<file path="config.mk">
export PLATFORM = sky130hd
export DESIGN_NAME = icache_refill_arbiter
export DESIGN_NICKNAME = d
export VERILOG_FILES = /design/src/rtl/icache_refill_arbiter.sv
export SDC_FILE = /design/constraint.sdc
export NUM_CORES = 1
export LEC_CHECK = 0
export ABC_AREA = 1
export CAP_MARGIN = 20
export CORE_AREA = 4 4 127 129
export DETAILED_ROUTE_END_ITERATION = 8
export DIE_AREA = 0 0 131 133
export GPL_TIMING_DRIVEN = 0
export SLEW_MARGIN = 30
export SYNTH_ARGS = -nofsm -noshare
export SYNTH_HDL_FRONTEND = slang
export SYNTH_SLANG_ARGS = --single-unit
</file>
<file path="constraint.sdc">
create_clock -name clk_i -period 4.4 [get_ports clk_i]
set_input_delay 0.88 -clock clk_i [delete_from_list [all_inputs] [get_ports clk_i]]
set_output_delay 0.88 -clock clk_i [all_outputs]
set_load 0.05 [all_outputs]
</file>
<file path="src/rtl/icache_refill_arbiter.sv">
// rtl/icache_refill_arbiter.sv - round-robin refill arbiter sharing one instruction-memory port
//
// Purpose:
//   Arbitrates cacheline refill requests from NumReq instruction caches onto a
//   single memory request port. Memory responses arrive strictly in request
//   order. An outstanding-ID FIFO remembers which cache each one belongs to.
//   Request and response paths are both purely combinational.
//
// Optional feature:
//   ICACHE_REFILL_ARB_PERF_EN - when defined, perf_stall_cycles_o counts the
//   cycles where some cache is requesting but nothing is accepted by memory
//   (saturating). When undefined, the output is tied to 0.
//
// Ports:
//   clk_i, rst_ni        clock, asynchronous active-low reset
//   req_i/req_addr_i     per-cache refill request and cacheline address
//   req_ready_o          per-cache grant (one-hot or zero)
//   rsp_valid_o          per-cache response strobe (one-hot or zero)
//   rsp_data_o           response cacheline, broadcast to all caches
//   mem_req_o/mem_addr_o request to shared memory, address of current winner
//   mem_ready_i          memory accepts the request this cycle
//   mem_valid_i/mem_data_i in-order memory response
//   perf_stall_cycles_o  arbitration stall counter
module icache_refill_arbiter #(
  parameter int NumReq         = 4,
  parameter int AddrWidth      = 31,
  parameter int LineWidth      = 64,
  parameter int MaxOutstanding = 4,
  parameter int ReqIdWidth     = (NumReq > 1) ? $clog2(NumReq) : 1
) (
  input  logic                        clk_i,
  input  logic                        rst_ni,
  input  logic [NumReq-1:0]           req_i,
  input  logic [NumReq*AddrWidth-1:0] req_addr_i,
  output logic [NumReq-1:0]           req_ready_o,
  output logic [NumReq-1:0]           rsp_valid_o,
  output logic [LineWidth-1:0]        rsp_data_o,
  output logic                        mem_req_o,
  output logic [AddrWidth-1:0]        mem_addr_o,
  input  logic                        mem_ready_i,
  input  logic                        mem_valid_i,
  input  logic [LineWidth-1:0]        mem_data_i,
  output logic [31:0]                 perf_stall_cycles_o
);

  localparam int PtrWidth = (MaxOutstanding > 1) ? $clog2(MaxOutstanding) : 1;
  localparam int CntWidth = $clog2(MaxOutstanding + 1);

  logic [ReqIdWidth-1:0] r_rr;
  logic [ReqIdWidth-1:0] w_winner;
  logic                  w_found;
  logic                  w_any;
  logic                  w_grant;
  logic                  w_pop;
  logic                  w_full;
  logic                  w_empty;
  logic [ReqIdWidth-1:0] w_head;

  logic [ReqIdWidth-1:0] r_fifo [MaxOutstanding];
  logic [PtrWidth-1:0]   r_wr_ptr;
  logic [PtrWidth-1:0]   r_rd_ptr;
  logic [CntWidth-1:0]   r_count;

  // Wrap explicitly so non-power-of-two-safe and depth-1 FIFOs stay in range.
  function automatic logic [PtrWidth-1:0] ptr_inc(input logic [PtrWidth-1:0] p);
    return (p == PtrWidth'(MaxOutstanding - 1)) ? '0 : p + 1'b1;
  endfunction

  assign w_full  = (r_count == CntWidth'(MaxOutstanding));
  assign w_empty = (r_count == '0);
  assign w_any   = |req_i;

  // First asserted request scanning upward from the rr pointer, wrapping.
  always_comb begin
    w_winner = '0;
    w_found  = 1'b0;
    for (int k = 0; k < NumReq; k++) begin
      if (!w_found && req_i[(int'(r_rr) + k) % NumReq]) begin
        w_found  = 1'b1;
        w_winner = ReqIdWidth'((int'(r_rr) + k) % NumReq);
      end
    end
  end

  // A full FIFO blocks grants even when a pop happens in the same cycle.
  assign w_grant     = w_found && mem_ready_i && !w_full;
  assign req_ready_o = w_grant ? (NumReq'(1) << w_winner) : '0;
  assign mem_req_o   = w_any && !w_full;
  assign mem_addr_o  = w_found ? req_addr_i[w_winner*AddrWidth +: AddrWidth] : '0;

  // A response on an empty FIFO is a protocol error and is not forwarded.
  assign w_head      = r_fifo[r_rd_ptr];
  assign w_pop       = mem_valid_i && !w_empty;
  assign rsp_valid_o = w_pop ? (NumReq'(1) << w_head) : '0;
  assign rsp_data_o  = mem_data_i;

  always_ff @(posedge clk_i or negedge rst_ni) begin
    if (!rst_ni) begin
      r_rr <= '0;
    end else if (w_grant) begin
      r_rr <= (w_winner == ReqIdWidth'(NumReq - 1)) ? '0 : w_winner + 1'b1;
    end
  end

  // ID storage needs no reset: occupancy is tracked by the pointers/count.
  always_ff @(posedge clk_i) begin
    if (w_grant) begin
      r_fifo[r_wr_ptr] <= w_winner;
    end
  end

  always_ff @(posedge clk_i or negedge rst_ni) begin
    if (!rst_ni) begin
      r_wr_ptr <= '0;
      r_rd_ptr <= '0;
      r_count  <= '0;
    end else begin
      if (w_grant) begin
        r_wr_ptr <= ptr_inc(r_wr_ptr);
      end
      if (w_pop) begin
        r_rd_ptr <= ptr_inc(r_rd_ptr);
      end
      case ({w_grant, w_pop})
        2'b10:   r_count <= r_count + 1'b1;
        2'b01:   r_count <= r_count - 1'b1;
        default: r_count <= r_count;
      endcase
    end
  end

`ifdef ICACHE_REFILL_ARB_PERF_EN
  logic [31:0] r_perf_cnt;
  logic        w_stall;

  assign w_stall = w_any && !(mem_req_o && mem_ready_i);

  always_ff @(posedge clk_i or negedge rst_ni) begin
    if (!rst_ni) begin
      r_perf_cnt <= '0;
    end else if (w_stall && (r_perf_cnt != '1)) begin
      r_perf_cnt <= r_perf_cnt + 1'b1;
    end
  end

  assign perf_stall_cycles_o = r_perf_cnt;
`else
  assign perf_stall_cycles_o = '0;
`endif

`ifndef SYNTHESIS
  a_no_rsp_when_empty : assert property (@(posedge clk_i) disable iff (!rst_ni)
    !(mem_valid_i && w_empty))
    else $fatal(1, "icache_refill_arbiter: FAIL mem_valid_i with empty outstanding FIFO");
`endif

endmodule
</file>
==> key figures <==
Timing
  – Slew @ Worst Pin: 728 ps
  – Post-layout min period: 4220 ps
  – Clk_skew: 4.11 ps
  – Fmax: 0.237 GHz
  – Final Cycle Share: 95.8%
  – Hold violation count in the final report: 0
  – Final max-slew violation count: 0
  – Setup violators final: 0
  – Slew headroom: 51.5%
  – RSZ-0062 raised after global routing: false
  – Hold_ws: 516 ps
  – Setup TNS: 0 ps

GRT
  – Gr ovfl total: 0
  – GRT Util Overall: 15.5%
  – Vias in the first global route: 4,165
  – First-pass GRT wire length: 21,600 um
  – Pin count of the biggest net entering global routing: 16
  – Initial antenna violation count: 0

Layout
  – Antenna cells: 0
  – Layout cells sized above 1: 17.8%
  – Fill cells: 1,636
  – Area delta synth->final: 78.0%
  – Nets: 1,075

Setup path
  – Worst EP arrival: 3340 ps
  – R2R Setup Slk: 2010 ps
  – Slowest-stage cell, CP: clkdlybuf4s15_1
  – R2R cell count: 10
  – Worst path max stage delay: 530 ps
  – Critical path startpoint category: primary input
  – Worst setup path start: req_i[1]
  – CP Data Required Time: 3520 ps
  – Cell Chain, Critical Path: clkdlybuf4s50_1 > inv_1 > nand4_1 > nand4_4 > clkbuf_1 > nand3_1 > nand2_1 > nand2_1 > a21oi_1 > clkdlybuf4s15_1
  – RR Endpoint: r_count[2]$_DFFE_PN0P_
  – CP Capture Type: primary output
  – Setup CP Type: in -> out
  – Reg2reg start: r_count[1]$_DFFE_PN0P_
  – Max FO, Critical Path: 10
  – Most frequent CP cell: nand2_1

Drt
  – First DRT Iteration DRCs: 148
  – DRT antenna net count: 0
  – Via count: 4,265
  – Vias per cell: 4.04
  – Drc violations: 0
  – WL/cell: 13.6 um
  – Total wire length: 14,400 um
  – 1st-pass router iterations: 4

Synth
  – Most common flop cell mapped by yosys: dfrtp_1
  – Synthesized area: 3420 sq um
  – Post-synth EDFFs: 8
  – Synthesized flop and latch total: 17
  – Share of the synthesized area in the top cell type: 21.3%
  – Cell accounting for the most synthesized area: buf_4
  – Commonest cells post-synth: nand2_1, nand3_1, buf_4, inv_1, a21oi_1
  – Avg Cell Area, Syn: 5.73 sq um
  – Main area contributors after synthesis: buf_4, nand2_1, nand3_1
  – Yosys Warn Count: 0
  – Count leader, synth: nand2_1
  – Post-synthesis sequential area ratio: 13.6%
  – Synth cell types: 25
  – Mapped Cells: 597
  – FFs w/ async S/R, synth: 52.9%

Hold path
  – Hold EP: r_count[0]$_DFFE_PN0P_
  – Hold Path Stages: 1
  – HP Class: reg -> reg
  – Hold Startpoint: r_count[0]$_DFFE_PN0P_

Clock network
  – Cts bufs inserted: 3
  – Clock sinks: 17
  – Root Driver: clkbuf_16
  – H-Tree Depth: 1
  – Number of setup buffers added after CTS: 0
  – Clk buf depth: 2
  – Clk pin slew, worst setup/hold paths: 50 ps
  – CTS tree: done
  – Clock Latency Late Sink: 250 ps

Floorplanning
  – Chip height: 133 um
  – Starting Density: 22.7%
  – FP Rows: 45
  – DIE WIDTH: 131 um
  – I/O pins: 332
  – Core Area: 15,000 sq um
  – DIE AREA: 17,400 sq um

Run status
  – Outcome: completed

Flow run
  – Max cap viols: 0

Placed design
  – DP HPWL: 12,000 um
  – I/O Buffers: 235
  – RePlAce Congestion: 0.842
==> timing repair <==
item / CTS / global route
endpoints found under the setup margin: 35 / 23
cloned: 0 / 0
pin swaps: 0 / 0
hold buffers: 0 / 0
resized for setup: 37 / 44
==> metrics by stage <==
step                setup slack (ps)  util, %  area (sq um)  instances
finish                           183     40.5          6080       1055
global route                    12.7     40.5          6080       1055
CTS                             15.8     41.0          6160       1055
detailed placement              -364     40.7          6120       1051
global placement                -334     40.7          6120       1051
floorplan                        815        -          3530        628
==> sequential cells by signal, indices dropped and copies added (netlist names) <==
signal,cells
r_rd_ptr,2
r_count,3
r_fifo,8
r_wr_ptr,2
r_rr,2
==> placed cells by master, fill, tap and decap left out <==
master / netlist / layout
a21oi_1: 33 / 33
buf_4: 97 / 97
dfrtp_1: 9 / 9
fa_1: 1 / 1
inv_2: 4 / 4
nand4_1: 2 / 2
buf_2: 11 / 11
nand2_2: 7 / 7
nor3_1: 1 / 1
clkdlybuf4s15_1: 0 / 2
clkbuf_2: 0 / 23
o21ai_0: 9 / 9
dlygate4sd2_1: 0 / 12
nand3_1: 104 / 104
nand4_4: 1 / 1
ha_1: 10 / 10
clkbuf_1: 12 / 10
nand2_4: 1 / 1
edfxtp_1: 8 / 8
xnor2_1: 1 / 1
xor2_1: 1 / 1
nand2_1: 171 / 171
conb_1: 1 / 32
buf_6: 6 / 6
a32oi_1: 1 / 1
a31oi_1: 1 / 1
clkdlybuf4s50_1: 0 / 200
inv_1: 91 / 91
clkbuf_16: 0 / 3
clkinv_2: 0 / 1
nor2_1: 14 / 14
==> worst max path at each step <==
| stage | end | slack, ps | cells past startpoint |
|---|---|---|---|
| finish | mem_addr_o[13] | 180 | 10 |
| global route | mem_addr_o[5] | 10 | 14 |
| CTS | req_ready_o[3] | 20 | 15 |
| detailed placement | mem_addr_o[28] | -360 | 10 |
| global placement | mem_addr_o[28] | -330 | 10 |
| floorplan | req_ready_o[2] | 810 | 13 |
==> metal layers <==
layer | vias up | share of wire [%] | track usage (%)
li1 | 2252 | - | -
met1 | 1830 | 39 | 18.1
met2 | 172 | 50 | 27.9
met3 | 11 | 11 | 5.13
met4 | 0 | 0.84 | 1.89
met5 | - | 0 | 0
==> critical path, delay by kind of cell <==
kind	cells	cell delay, ps
buffers and inverters	4	1440
AND/OR/NAND/NOR	5	880
AO/OA/AOI/OAI	1	130
==> area by class of cell <==
type                            instances  area [sq um]  area share [%]
Timing Repair Buffer                  235          2230            36.7
Multi-Input combinational cell        390          1820            29.9
Buffer                                126           898            14.8
Sequential cell                        17           465            7.65
Inverter                               95           357            5.86
Tap cell                              188           235            3.87
Clock buffer                            3          75.1            1.23
Clock inverter                          1          5.00          0.0823
==> cell families (layout without fill, tap and decap cells) <==
kind of cell / after synthesis / count (layout) / share of synthesized area, %
adders and majority gates: 11 / 11 / 4.25
xor gates and xnor gates: 2 / 2 / 0.513
and+or+nand+nor: 301 / 301 / 38.3
AOI/OAI and AO/OA: 44 / 44 / 6.59
DFF: 17 / 17 / 13.6
other: 1 / 32 / 0.110
buffers and inverters: 221 / 460 / 36.6
Power is not shown: default switching activity piles up to over one toggle a cycle in this logic, so the estimate is an artifact.
